`src/rtl/lane_serializer_pkg.sv`:
```
// lane_serializer_pkg: shared types and sizing helpers for lane_serializer.
// Holds the FSM state encoding and the counter-width helper.
package lane_serializer_pkg;

    typedef enum logic [1:0] {
        IDLE,
        START,
        SEND,
        PARITY
    } state_t;

    // max(1, $clog2(n)): keeps a counter or index at least one bit wide
    function automatic int cnt_width(input int n);
        return (n > 1) ? $clog2(n) : 1;
    endfunction

endpackage

```
`src/rtl/lane_serializer.sv`:
```
// lane_serializer: WIDTH-bit word in via valid/ready, out over LANES serial
// lines (LSB- or MSB-first), preceded by a one-cycle start pulse.
// Ports: clk, rst (async, active-high), data_in/valid_in/msb_first (in),
//        ready_out, serial_out[LANES], start, busy (out).
// Build option: define SERIALIZER_PARITY_EN to append one even-parity beat
// per word (each lane carries the XOR of the bits it sent).
module lane_serializer
    import lane_serializer_pkg::*;
#(
    parameter int WIDTH = 8,
    parameter int LANES = 1
) (
    input  logic             clk,
    input  logic             rst,
    input  logic [WIDTH-1:0] data_in,
    input  logic             valid_in,
    input  logic             msb_first,
    output logic             ready_out,
    output logic [LANES-1:0] serial_out,
    output logic             start,
    output logic             busy
);

    localparam int BEATS = WIDTH / LANES;
    localparam int CW    = cnt_width(BEATS);
    localparam int IW    = cnt_width(WIDTH);

    typedef logic [CW-1:0] beat_t;
    localparam beat_t LAST = beat_t'(BEATS - 1);

    if ((WIDTH % LANES) != 0) begin : g_bad_cfg
        $error("lane_serializer: WIDTH must be a multiple of LANES");
    end

    state_t           r_state;
    beat_t            r_beat;
    logic [WIDTH-1:0] r_shadow;
    logic             r_order;
    logic [LANES-1:0] r_serial;
    logic             r_start;
    logic             r_busy;

    beat_t            w_sel;
    int               w_off;
    logic [LANES-1:0] w_bits;

    // Bits for the beat about to be driven: beat 0 when leaving START,
    // beat+1 while in SEND.
    always_comb begin
        w_sel  = (r_state == SEND) ? r_beat + beat_t'(1) : '0;
        w_off  = r_order ? (WIDTH - LANES * (int'(w_sel) + 1))
                         : (LANES * int'(w_sel));
        w_bits = '0;
        for (int l = 0; l < LANES; l++) begin
            w_bits[l] = r_shadow[IW'(w_off + l)];
        end
    end

`ifdef SERIALIZER_PARITY_EN
    logic [LANES-1:0] w_par;

    // Per-lane XOR is the same whichever order the beats went out in
    always_comb begin
        w_par = '0;
        for (int b = 0; b < BEATS; b++) begin
            w_par = w_par ^ r_shadow[b*LANES +: LANES];
        end
    end
`endif

    always_ff @(posedge clk or posedge rst) begin
        if (rst) begin
            r_state  <= IDLE;
            r_beat   <= '0;
            r_shadow <= '0;
            r_order  <= 1'b0;
            r_serial <= '0;
            r_start  <= 1'b0;
            r_busy   <= 1'b0;
        end else begin
            unique case (r_state)
                IDLE: begin
                    if (valid_in) begin
                        r_shadow <= data_in;
                        r_order  <= msb_first;
                        r_start  <= 1'b1;
                        r_busy   <= 1'b1;
                        r_state  <= START;
                    end
                end
                START: begin
                    r_start  <= 1'b0;
                    r_beat   <= '0;
                    r_serial <= w_bits;
                    r_state  <= SEND;
                end
                SEND: begin
                    if (r_beat == LAST) begin
`ifdef SERIALIZER_PARITY_EN
                        r_serial <= w_par;
                        r_state  <= PARITY;
`else
                        r_serial <= '0;
                        r_busy   <= 1'b0;
                        r_state  <= IDLE;
`endif
                    end else begin
                        r_beat   <= r_beat + beat_t'(1);
                        r_serial <= w_bits;
                    end
                end
`ifdef SERIALIZER_PARITY_EN
                PARITY: begin
                    r_serial <= '0;
                    r_busy   <= 1'b0;
                    r_state  <= IDLE;
                end
`endif
                default: begin
                    r_serial <= '0;
                    r_start  <= 1'b0;
                    r_busy   <= 1'b0;
                    r_state  <= IDLE;
                end
            endcase
        end
    end

    assign ready_out  = (r_state == IDLE);
    assign serial_out = r_serial;
    assign start      = r_start;
    assign busy       = r_busy;

endmodule
```
`config.mk`:
```
export PLATFORM = sky130hd
export DESIGN_NAME = lane_serializer
export DESIGN_NICKNAME = d
export VERILOG_FILES = /design/src/rtl/lane_serializer_pkg.sv /design/src/rtl/lane_serializer.sv
export SDC_FILE = /design/constraint.sdc
export NUM_CORES = 1
export LEC_CHECK = 0
export CELL_PAD_IN_SITES_DETAIL_PLACEMENT = 1
export CELL_PAD_IN_SITES_GLOBAL_PLACEMENT = 1
export CORE_UTILIZATION = 25
export DETAILED_ROUTE_END_ITERATION = 6
export PLACE_DENSITY = 0.64
export SYNTH_ARGS = -nofsm -noshare
export SYNTH_HDL_FRONTEND = slang
export SYNTH_SLANG_ARGS = --single-unit
```
`constraint.sdc`:
```
create_clock -name clk -period 2.6 [get_ports clk]
set_clock_uncertainty 0.2 [all_clocks]
set_input_delay 0.52 -clock clk [delete_from_list [all_inputs] [get_ports clk]]
set_output_delay 0.52 -clock clk [all_outputs]
set_load 0.1 [all_outputs]
```
# Word-level counts from Yosys, hierarchy flattened
# Index checks and enable logic that the tools add are counted.
# W data, S select, Z words.
[word_totals] output_inout_bits=4 register_bits=17 word_cells=42
[classes] bitwise=2 n_lt_le_gt_ge=1 n_reduce_logical=7 muxes=16 eq_ne=6 n_addsub=3
[op_table] operator="$mux W3" n=3
[op_table] operator="$reduce_and A2 Y1" n=4
[op_table] operator="$add A3 B1 Y3 const B" n=2
[op_table] operator="$pmux W1 S3" n=2
[op_table] operator="$pmux W2 S3" n=1
[op_table] operator="$pmux W3 S2" n=1
[op_table] operator="$lt A3 B5 Y1 const B" n=1
[op_table] operator="$mux W1" n=5
[op_table] operator="$mux W2" n=2
[op_table] operator="$ne A2 B2 Y1 const B" n=2
[op_table] operator="$bmux W1 S3" n=1
[op_table] operator="$eq A3 B3 Y1 const B" n=1
[op_table] operator="$reduce_and A3 Y1" n=1
[op_table] operator="$sub A1 B3 Y3 const A" n=1
[op_table] operator="$eq A2 B1 Y1 const B" n=1
[op_table] operator="$eq A2 B2 Y1 const B" n=1
[op_table] operator="$logic_not A2 Y1" n=1
[op_table] operator="$ne A2 B1 Y1 const B" n=1
[op_table] operator="$not A1 Y1" n=2
[op_table] operator="$pmux W1 S2" n=1
[op_table] operator="$reduce_bool A2 Y1" n=1

# Logic depth before layout (Yosys ltp)
# Gate-level depths: netlist of the first run.
[depth] ltp_word=10 ltp_mapped=8 ltp_nobuf=7

# Worst setup path after synthesis of the first run
# OpenSTA, ideal clock, no wires.
[synth_path] kind="register -> register" from="register r_state[0]" to="register r_order" t_arrival_ns=2.083 synth_period_minus_slack_ns=2.408 slack_ns=0.192 path_stages_with_launch=6 setup_ns=0.125 path_cell_list="dfrtp_1 -> inv_1 -> ha_1 -> clkbuf_1 -> nand2_1 -> mux2_2"
[synth_between] elab_chain_cells=2
[synth_lines] item="start: declaration" line="lane_serializer.sv:35" rtl="state_t r_state;"
[synth_lines] item="start signal: assignment" line="lane_serializer.sv:73" rtl="r_state <= IDLE;"
[synth_lines] item="start signal: assignment" line="lane_serializer.sv:88" rtl="r_state <= START;"
[synth_lines] item="start signal: assignment" line="lane_serializer.sv:95" rtl="r_state <= SEND;"
[synth_lines] item="$logic_not A2 Y1"
[synth_lines] item="named net ready_out" line="lane_serializer.sv:18" rtl="output logic ready_out,"
[synth_lines] item="$reduce_and A2 Y1 (no source line)"
[synth_lines] item="end signal: assignment" line="lane_serializer.sv:85" rtl="r_order <= msb_first;"
[synth_lines] item="end: declaration" line="lane_serializer.sv:38" rtl="logic r_order;"
# The timed path passes the listed nets, and every way through them passes these cells.
# A chain may end at the register's enable or synchronous reset.

# Worst setup path after layout of the first run
[layout_path] from="register r_state[0]" to="register r_serial (netlist: serial_out)"
[layout_between] elab_chain_cells=10 word_cells_on_any_way=12 classes_between="add/sub (2); eq/ne (2); mux (7); reduce/logical (1)"
[layout_lines] item="$eq A2 B2 Y1" line="lane_serializer.sv:50, lane_serializer.sv:81"
[layout_lines] item="$mux W3" line="lane_serializer.sv:50" rtl="w_sel = (r_state == SEND) ? r_beat + beat_t'(1) : '0;"
[layout_lines] item="$add A3 B1 Y3" line="lane_serializer.sv:51" rtl="w_off = r_order ? (WIDTH - LANES * (int'(w_sel) + 1))"
[layout_lines] item="$sub A1 B3 Y3" line="lane_serializer.sv:51"
[layout_lines] item="$mux W3" line="lane_serializer.sv:51"
[layout_lines] item="$bmux W1 S3" line="lane_serializer.sv:55" rtl="w_bits[l] = r_shadow[IW'(w_off + l)];"
[layout_lines] item="$mux W1 (not written as such) (2 in series)" line="lane_serializer.sv:55"
[layout_lines] item="$mux W1" line="lane_serializer.sv:98" rtl="if (r_beat == LAST) begin"
[layout_lines] item="$pmux W1 S3" line="lane_serializer.sv:81" rtl="unique case (r_state)"
[layout_lines] item="end signal: assignment" line="lane_serializer.sv:94" rtl="r_serial <= w_bits;"
[layout_lines] item="end signal: assignment" line="lane_serializer.sv:109" rtl="r_serial <= w_bits;"
[layout_lines] item="end: declaration" line="lane_serializer.sv:39" rtl="logic [LANES-1:0] r_serial;"
# Several ways; a longest one is shown, not always the timed one. The select of a mux whose other input is x is not followed.

==> results of run 1 <==
## worst max-delay path by stage
stage | slack [ps] | end | depth (start not counted) | from
2_1_floorplan | 190 | r_order$_DFFE_PP0P_ | 5 | r_state[0]$_DFFE_PP0P_
3_3_place_gp | 380 | serial_out$_DFFE_PP0N_ | 7 | r_state[0]$_DFFE_PP0P_
3_5_place_dp | 330 | serial_out$_DFFE_PP0N_ | 7 | r_state[0]$_DFFE_PP0P_
6_report | 330 | serial_out$_DFFE_PP0N_ | 7 | r_state[0]$_DFFE_PP0P_
4_1_cts | 310 | serial_out$_DFFE_PP0N_ | 7 | r_state[0]$_DFFE_PP0P_
5_1_grt | 170 | serial_out$_DFFE_PP0N_ | 7 | r_state[0]$_DFFE_PP0P_
## cell families (layout without fill, tap and decap cells)
group / Yosys count / count (layout) / share of synthesized area
and+or+nand+nor: 20 / 20 / 0.108
AOI/OAI and AO/OA: 18 / 18 / 0.124
DFF: 17 / 17 / 0.449
muxes: 14 / 14 / 0.193
buffers and inverters: 8 / 25 / 0.0475
adders and majority gates: 6 / 6 / 0.0792
## stage by stage
step / cells / worst slack, ps / hold slack [ps]
detailed placement: 144 / 333 / 283
global placement: 144 / 377 / 279
CTS: 148 / 315 / 299
floorplan: 83 / 192 / 246
global route: 148 / 167 / 326
finish: 148 / 332 / 292
## cell usage after synthesis
cell / count / area share
sky130_fd_sc_hd__a211oi_1: 1 / 0.0079
sky130_fd_sc_hd__a21boi_0: 1 / 0.0079
sky130_fd_sc_hd__a21oi_1: 4 / 0.021
sky130_fd_sc_hd__a22o_2: 1 / 0.011
sky130_fd_sc_hd__a22oi_1: 1 / 0.0079
sky130_fd_sc_hd__and2_4: 1 / 0.0092
sky130_fd_sc_hd__and3_1: 1 / 0.0066
sky130_fd_sc_hd__buf_6: 2 / 0.024
sky130_fd_sc_hd__clkbuf_1: 1 / 0.0040
sky130_fd_sc_hd__dfrtp_1: 17 / 0.45
sky130_fd_sc_hd__ha_1: 6 / 0.079
sky130_fd_sc_hd__inv_1: 5 / 0.020
sky130_fd_sc_hd__mux2_2: 11 / 0.13
sky130_fd_sc_hd__mux2i_1: 1 / 0.011
sky130_fd_sc_hd__mux4_1: 1 / 0.028
sky130_fd_sc_hd__mux4_2: 1 / 0.024
sky130_fd_sc_hd__nand2_1: 4 / 0.016
sky130_fd_sc_hd__nand3_1: 2 / 0.011
sky130_fd_sc_hd__nor2_1: 4 / 0.016
sky130_fd_sc_hd__nor2b_1: 2 / 0.013
sky130_fd_sc_hd__nor3_1: 4 / 0.021
sky130_fd_sc_hd__nor3b_1: 2 / 0.016
sky130_fd_sc_hd__o211ai_1: 1 / 0.0079
sky130_fd_sc_hd__o21a_1: 1 / 0.0079
sky130_fd_sc_hd__o21ai_0: 5 / 0.026
sky130_fd_sc_hd__o21ai_1: 1 / 0.0053
sky130_fd_sc_hd__o22a_2: 1 / 0.011
sky130_fd_sc_hd__o31a_2: 1 / 0.011
## power breakdown
| group | total, mW | internal (mW) | switching, mW |
|---|---|---|---|
| Clock | 0.199 | 0.106 | 0.0923 |
| Sequential | 0.482 | 0.388 | 0.0943 |
| Combinational | 0.842 | 0.354 | 0.488 |
| Total | 1.52 | 0.849 | 0.674 |
## registers in the layout (all words and copies together), names as in the netlist
| name | count |
|---|---|
| r_state | 2 |
| r_beat | 3 |
| start | 1 |
| r_shadow | 8 |
| busy | 1 |
| serial_out | 1 |
| r_order | 1 |
## layout make-up
type / count / area share
multi-input cells: 58 / 0.402
repair buffers: 16 / 0.135
inverters: 5 / 0.0158
clock inverters: 1 / 0.00421
flip-flops and latches: 17 / 0.358
clock buffers: 3 / 0.0347
well taps: 48 / 0.0505
## metal layers
metal / wire, um / GRT usage
met1: 777 / 0.118
met2: 878 / 0.162
met3: 73 / 0.0326
met4: 16 / 0.0426
met5: 0 / 0
==> out/qor.log, run 1 <==
INFO  clocking       cts.path.max_buffers=2
INFO  run            maxCapViolCount=0
INFO  worst_setup_path critical_path.reg2reg.startpoint=r_state[0]$_DFFE_PP0P_
INFO  power_and_ir_drop cellPowerDensity=1280nW/um^2
INFO  global_route   antenna_violations_before_repair=0
INFO  floorplan      initial_utilization=0.259
INFO  route          vias=674
INFO  global_route   combined_global_route_utilization_of_all_metal_layers=0.0995
INFO  worst_setup_path endpoint_kind=flip-flop
INFO  cells_and_area drive_above_1_share=0.250
INFO  cells_and_area most-common-layout-cells=sky130_fd_sc_hd__dfrtp_1, sky130_fd_sc_hd__mux2_2, sky130_fd_sc_hd__clkdlybuf4s50_1, sky130_fd_sc_hd__ha_1
INFO  sta            timing.slew.headroom=0.557
INFO  worst_setup_path worstSetupStartpointType=flip-flop
INFO  yosys          synth_cells=83
INFO  power_and_ir_drop vdd_drop_max=493uV
INFO  clocking       clk_pin_slew=70ps
INFO  yosys          syn-cell-area=948um^2
INFO  worst_setup_path timing_worst_setup_path_type=reg -> reg
INFO  worst_setup_path cp.buffers_inverters=1
INFO  worst_setup_path worst-endpoint-arrival=2200ps
INFO  route          routedWlPerCell=11.8um
INFO  placed_design  place_congestion=0.687
INFO  cells_and_area layout.cells.most_common=sky130_fd_sc_hd__dfrtp_1
INFO  route          drt-initial-drc-count=7
INFO  worst_setup_path worst_path_max_delay_cell=sky130_fd_sc_hd__mux4_2
INFO  worst_setup_path cpPeakStageDelay=490ps
INFO  yosys          ys_warn_count=0
INFO  worst_setup_path regToRegEndpoint=serial_out$_DFFE_PP0N_
INFO  worst_setup_path worstPathCellList=inv_1 > ha_1 > and2_4 > mux4_2 > and3_1 > o21ai_1 > o211ai_1
INFO  cells_and_area fillCellCount=417
INFO  min_path       timing.hold.worst.start=start$_DFFE_PP0P_
INFO  sta            worst_tran_pin_value=663ps
INFO  clocking       cts_tree=yes
INFO  floorplan      die_y=63.6um
INFO  global_route   grt_first_pass_wirelength=3.10mm
INFO  cells_and_area count_of_inserted_antenna_diode_cells=0
INFO  yosys          synth_nets=101
INFO  sta            setup_viol_count_final=0
INFO  cells_and_area finish.net_count=119
INFO  cells_and_area flow.area_growth_from_synthesis=25.3%
INFO  route          detail_route.wirelength=1.75mm
INFO  clocking       clk-insertion-delay-late=250ps
INFO  power_and_ir_drop post-layout-total-power=1.52mW
INFO  sta            timing.setup.tns=0ps
INFO  placed_design  io_buffer_count=15
INFO  worst_setup_path cp_delay_by_family_top=multiplexers
INFO  sta            finalMaxSlewViolations=0
INFO  yosys          synth_area_per_cell=11.4um^2
INFO  sta            hold_viol=0
INFO  floorplan      fp-row-count=22
INFO  clocking       ctsRootBufferMaster=sky130_fd_sc_hd__clkbuf_8
INFO  clocking       clock_tree_sinks=17
INFO  min_path       worst_hold_path_type=reg -> reg
INFO  worst_setup_path cp_data_required_time=2530ps
INFO  worst_setup_path critical_path.max_fanout=8
INFO  cells_and_area multi_input_comb_area=478um^2
INFO  cells_and_area finalCoreUtilization=0.325
INFO  route          route.antenna.remaining_nets=0
INFO  placed_design  detailed_place_hpwl=1.40mm
INFO  route          number_of_remaining_drc_errors=0
INFO  power_and_ir_drop power_leakage=0.509nW
INFO  sta            grt_setup_unrepaired=false
INFO  clocking       cts-htree-levels=1
INFO  route          number_of_iterations_in_the_first_detailed_routing_pass=4
INFO  floorplan      ports_placed_on_the_boundary=16
INFO  sta            fin_crit=2270ps
INFO  clocking       cts.hold.buffers_added=0
INFO  yosys          ys_seq_area_frac=0.449
INFO  clocking       post_cts_buffers=0
INFO  yosys          ys_types=28
INFO  floorplan      die_width=63.6um
INFO  placed_design  dpl-instance-area=1140um^2
INFO  floorplan      fp.dieArea=4040um^2
INFO  global_route   grt_pass1_vias=675
INFO  global_route   grt_max_degree=18
INFO  global_route   global_route.overflow_total=0
INFO  sta            finalCritPeriodShare=0.872
INFO  clocking       cts_made_buffers=3
INFO  clocking       number_of_gates_given_a_new_drive_strength_after_cts=0
INFO  cells_and_area ff_latch_area=425um^2
INFO  sta            fmax=441MHz
INFO  min_path       worstHoldEndpoint=start$_DFFE_PP0P_
INFO  floorplan      placeableCoreArea=3660um^2
INFO  yosys          synth_seq_cells=17
INFO  outcome        status=complete, no violations
INFO  route          avgViaCountPerCell=4.55
INFO  worst_setup_path worst_r2r_path_depth=7
INFO  worst_setup_path r2r_setup_slack=330ps
INFO  cells_and_area layout.cell_area.non_filler=1190um^2
INFO  min_path       timing.hold.worst_path_depth=1
Power figures use the tool's default switching activity.
==> run 2, diff against run 1 <==
Settings changed: CTS_CLUSTER_SIZE set to 12, SLEW_MARGIN set to 10.
==> results of run 2 <==
Same layout as run 1: the final DEF is identical, and so are final timing and power.
==> run 3, diff against run 2 <==
Settings changed: ABC_AREA set to 1, CTS_BUF_LIST set to sky130_fd_sc_hd__clkbuf_4, PLACE_DENSITY 0.64 to 0.67.
==> out/qor.log, run 3 <==
INFO  worst_setup_path crit_start=r_state[0]$_DFFE_PP0P_
INFO  yosys          synth_top_cells_by_count=sky130_fd_sc_hd__inv_1, sky130_fd_sc_hd__dfrtp_1, sky130_fd_sc_hd__nor2_1
INFO  floorplan      die_y=62.4um [-1.8%]
INFO  cells_and_area fillCellCount=427 [+2.4%]
INFO  placed_design  place_congestion=0.728 [+6.1%]
INFO  worst_setup_path cp_delay_by_family_top=flip-flops
INFO  yosys          synth_seq_cells=17 [unchanged]
INFO  worst_setup_path timing_worst_setup_path_type=reg -> out
INFO  power_and_ir_drop power_leakage=0.568nW [+12%]
INFO  yosys          ys_seq_area_frac=0.466 [+0.0172]
INFO  route          drt-initial-drc-count=12 [+5]
INFO  route          number_of_remaining_drc_errors=0 [unchanged]
INFO  global_route   grt_pass1_vias=812 [+20%]
INFO  clocking       number_of_gates_given_a_new_drive_strength_after_cts=0 [unchanged]
INFO  sta            fmax=491MHz [+11%]
INFO  route          routedWlPerCell=11.1um [-5.5%]
INFO  floorplan      fp-row-count=21 [-4.5%]
INFO  clocking       cts.path.max_buffers=2 [unchanged]
INFO  yosys          number_of_enable_type_register_cells_in_the_synthesized_netlist=0 [unchanged]
INFO  worst_setup_path cp.buffers_inverters=2 [+1]
INFO  clocking       clk_pin_slew=100ps [+30 ps]
INFO  sta            hold_viol=0 [unchanged]
INFO  global_route   combined_global_route_utilization_of_all_metal_layers=0.112 [+0.0126]
INFO  clocking       cts-htree-levels=1 [unchanged]
INFO  worst_setup_path worstPathCellList=inv_1 > ha_1 > buf_12
INFO  placed_design  detailed_place_hpwl=1.57mm [+12%]
INFO  worst_setup_path worstSetupStartpointType=flip-flop
INFO  yosys          syn-cell-area=913um^2 [-3.7%]
INFO  worst_setup_path worst_setup_path_endpoint=ready_out
INFO  worst_setup_path crit_cells=3 [-4]
INFO  worst_setup_path r2r_setup_slack=870ps [+540 ps]
INFO  clocking       clock_tree_sinks=17 [unchanged]
INFO  sta            setup_viol_count_final=0 [unchanged]
INFO  outcome        status=complete, no violations
INFO  clocking       clk-insertion-delay-late=290ps [+40 ps]
INFO  route          detail_route.wirelength=1.95mm [+12%]
INFO  clocking       cts_tree=yes
INFO  min_path       timing.hold.worst.start=r_shadow[5]$_DFFE_PP0P_
INFO  sta            finalMaxSlewViolations=0 [unchanged]
INFO  worst_setup_path worst-endpoint-arrival=1320ps [-880 ps]
INFO  route          route.antenna.remaining_nets=0 [unchanged]
INFO  sta            finalCritPeriodShare=0.783 [-0.0895]
INFO  sta            holdWs=302ps [+9.46 ps]
INFO  sta            grt_setup_unrepaired=false
INFO  yosys          synth_largest_type_area_fraction=0.466 [+0.0172]
INFO  yosys          synth_top_area_cell=sky130_fd_sc_hd__dfrtp_1
INFO  yosys          ys_warn_count=0 [unchanged]
INFO  floorplan      ports_placed_on_the_boundary=16 [unchanged]
INFO  global_route   antenna_violations_before_repair=0 [unchanged]
INFO  min_path       worst_hold_path_type=reg -> reg
INFO  worst_setup_path regToRegEndpoint=serial_out$_DFFE_PP0N_
INFO  cells_and_area finish.net_count=148 [+24%]
INFO  yosys          ys_types=18 [-36%]
INFO  global_route   global_route.overflow_total=0 [unchanged]
INFO  worst_setup_path critical_path.max_fanout=4 [-4]
INFO  clocking       ctsRootBufferMaster=sky130_fd_sc_hd__clkbuf_4
INFO  route          number_of_iterations_in_the_first_detailed_routing_pass=4 [unchanged]
INFO  worst_setup_path worst_r2r_path_depth=9 [+2]
INFO  clocking       post_cts_buffers=0 [unchanged]
INFO  cells_and_area largestRegisters=r_shadow x8, r_beat x3, r_state x2
INFO  global_route   grt_max_degree=18 [unchanged]
INFO  worst_setup_path critical_path.reg2reg.startpoint=r_state[0]$_DFFE_PP0P_
INFO  cells_and_area ff_latch_area=425um^2 [unchanged]
INFO  yosys          synth_nets=128 [+27%]
INFO  floorplan      placeableCoreArea=3420um^2 [-6.7%]
INFO  clocking       cts_made_buffers=3 [unchanged]
INFO  global_route   grt_first_pass_wirelength=3.53mm [+14%]
INFO  sta            worst_tran_pin_value=714ps [+50.4 ps]
INFO  run            maxCapViolCount=0 [unchanged]
INFO  placed_design  io_buffer_count=15 [unchanged]
INFO  yosys          synthFlopType=sky130_fd_sc_hd__dfrtp_1
INFO  floorplan      initial_utilization=0.267 [+0.00834]
INFO  sta            fin_crit=2040ps [-233 ps]
INFO  cells_and_area largest_reg_flops=8 [unchanged]
INFO  clocking       cts.hold.buffers_added=0 [unchanged]
INFO  yosys          synth.area.top_cells=sky130_fd_sc_hd__dfrtp_1, sky130_fd_sc_hd__ha_1, sky130_fd_sc_hd__inv_1
INFO  cells_and_area multi_input_comb_area=412um^2 [-14%]
INFO  sta            timing.slew.headroom=0.524 [-0.0337]
INFO  yosys          synth_area_per_cell=8.30um^2 [-27%]
INFO  sta            timing.setup.tns=0ps [unchanged]
INFO  route          vias=766 [+14%]
INFO  cells_and_area largest_register_by_flop_count=r_shadow
INFO  cells_and_area drive_above_1_share=0.101 [-0.149]
INFO  cells_and_area flow.area_growth_from_synthesis=26.6%
INFO  worst_setup_path cpPeakStageDelay=420ps [-70 ps]
INFO  yosys          post-synth-top-count-cell=sky130_fd_sc_hd__inv_1
INFO  floorplan      die_width=62.4um [-1.8%]
INFO  yosys          synth_cells=110 [+33%]
INFO  cells_and_area layout.cells.most_common=sky130_fd_sc_hd__inv_1
INFO  cells_and_area count_of_inserted_antenna_diode_cells=0 [unchanged]
INFO  worst_setup_path worst_path_max_delay_cell=sky130_fd_sc_hd__dfrtp_1
INFO  power_and_ir_drop cellPowerDensity=1310nW/um^2 [+2.5%]
INFO  floorplan      fp.dieArea=3900um^2 [-3.6%]
INFO  power_and_ir_drop vdd_drop_max=366uV [-26%]
INFO  worst_setup_path endpoint_kind=output pin
INFO  yosys          postSynth.asyncResetShare=1.00 [unchanged]
INFO  cells_and_area most-common-layout-cells=sky130_fd_sc_hd__inv_1, sky130_fd_sc_hd__dfrtp_1, sky130_fd_sc_hd__nor2_1, sky130_fd_sc_hd__nand2_1, sky130_fd_sc_hd__nand3_1
INFO  worst_setup_path cp_data_required_time=1880ps [-650 ps]
INFO  route          avgViaCountPerCell=4.38 [-3.9%]
==> run 3: power breakdown <==
group / leakage (nW) / internal [mW] / switching [mW]
combinational: 0.351 / 0.307 / 0.603
sequential: 0.199 / 0.388 / 0.0664
clock: 0.0184 / 0.0700 / 0.0845
total: 0.568 / 0.764 / 0.754
==> run 3: worst register-to-register path, stage by stage (launching register included) <==
cell                      delay (ps)
sky130_fd_sc_hd__dfrtp_1         420
sky130_fd_sc_hd__inv_1           110
sky130_fd_sc_hd__ha_1            270
sky130_fd_sc_hd__nand2_1         160
sky130_fd_sc_hd__nand2_4         110
sky130_fd_sc_hd__nand3_1          70
sky130_fd_sc_hd__nand3_1          80
sky130_fd_sc_hd__nand3_1          80
sky130_fd_sc_hd__nand3_1          90
sky130_fd_sc_hd__nand2_1          50
==> run 3: cells by family (layout without fill, tap and decap cells) <==
group                    after synthesis  count (layout)  share of synthesized area
AND/OR/NAND/NOR                       44              44                      0.221
buffers and inverters                 20              39                     0.0835
AO/OA/AOI/OAI                         19              19                      0.107
flip-flops                            17              17                      0.466
adder cells (fa/ha/maj)                6               6                     0.0822
XOR/XNOR                               3               3                     0.0288
multiplexers                           1               1                     0.0123
==> run 3: metal layers <==
layer  GRT usage  vias to the layer above  share of wire
li1            -                      391              -
met1       0.145                      365           0.49
met2       0.192                        8           0.48
met3      0.0164                        2          0.021
met4      0.0349                        0         0.0067
met5           0                        -              0
==> run 3: worst min-delay path by stage <==
| stage | endpoint | depth (start not counted) |
|---|---|---|
| after CTS | busy$_DFFE_PP0P_ | 2 |
| after floorplan | busy$_DFFE_PP0P_ | 1 |
| after detailed placement | serial_out$_DFFE_PP0N_ | 2 |
| after global placement | serial_out$_DFFE_PP0N_ | 2 |
| final | r_shadow[5]$_DFFE_PP0P_ | 1 |
| after global routing | busy$_DFFE_PP0P_ | 2 |
==> run 3: final cells by class <==
cell class              count  share of cell area
flip-flops and latches     17               0.368
repair buffers             16               0.139
clock buffers               4              0.0260
inverters                  19              0.0617
well taps                  46              0.0498
multi-input cells          73               0.356
==> run 3: through the flow <==
step / setup slack (ps) / area, um^2 / power [mW] / cells / util
global placement: 717 / 1130 / 1.36 / 171 / 0.330
floorplan: 231 / 913 / 1.15 / 110 / -
detailed placement: 677 / 1130 / 1.38 / 171 / 0.330
global route: 478 / 1160 / 1.67 / 175 / 0.338
finish: 564 / 1160 / 1.52 / 175 / 0.338
CTS: 547 / 1160 / 1.55 / 175 / 0.338
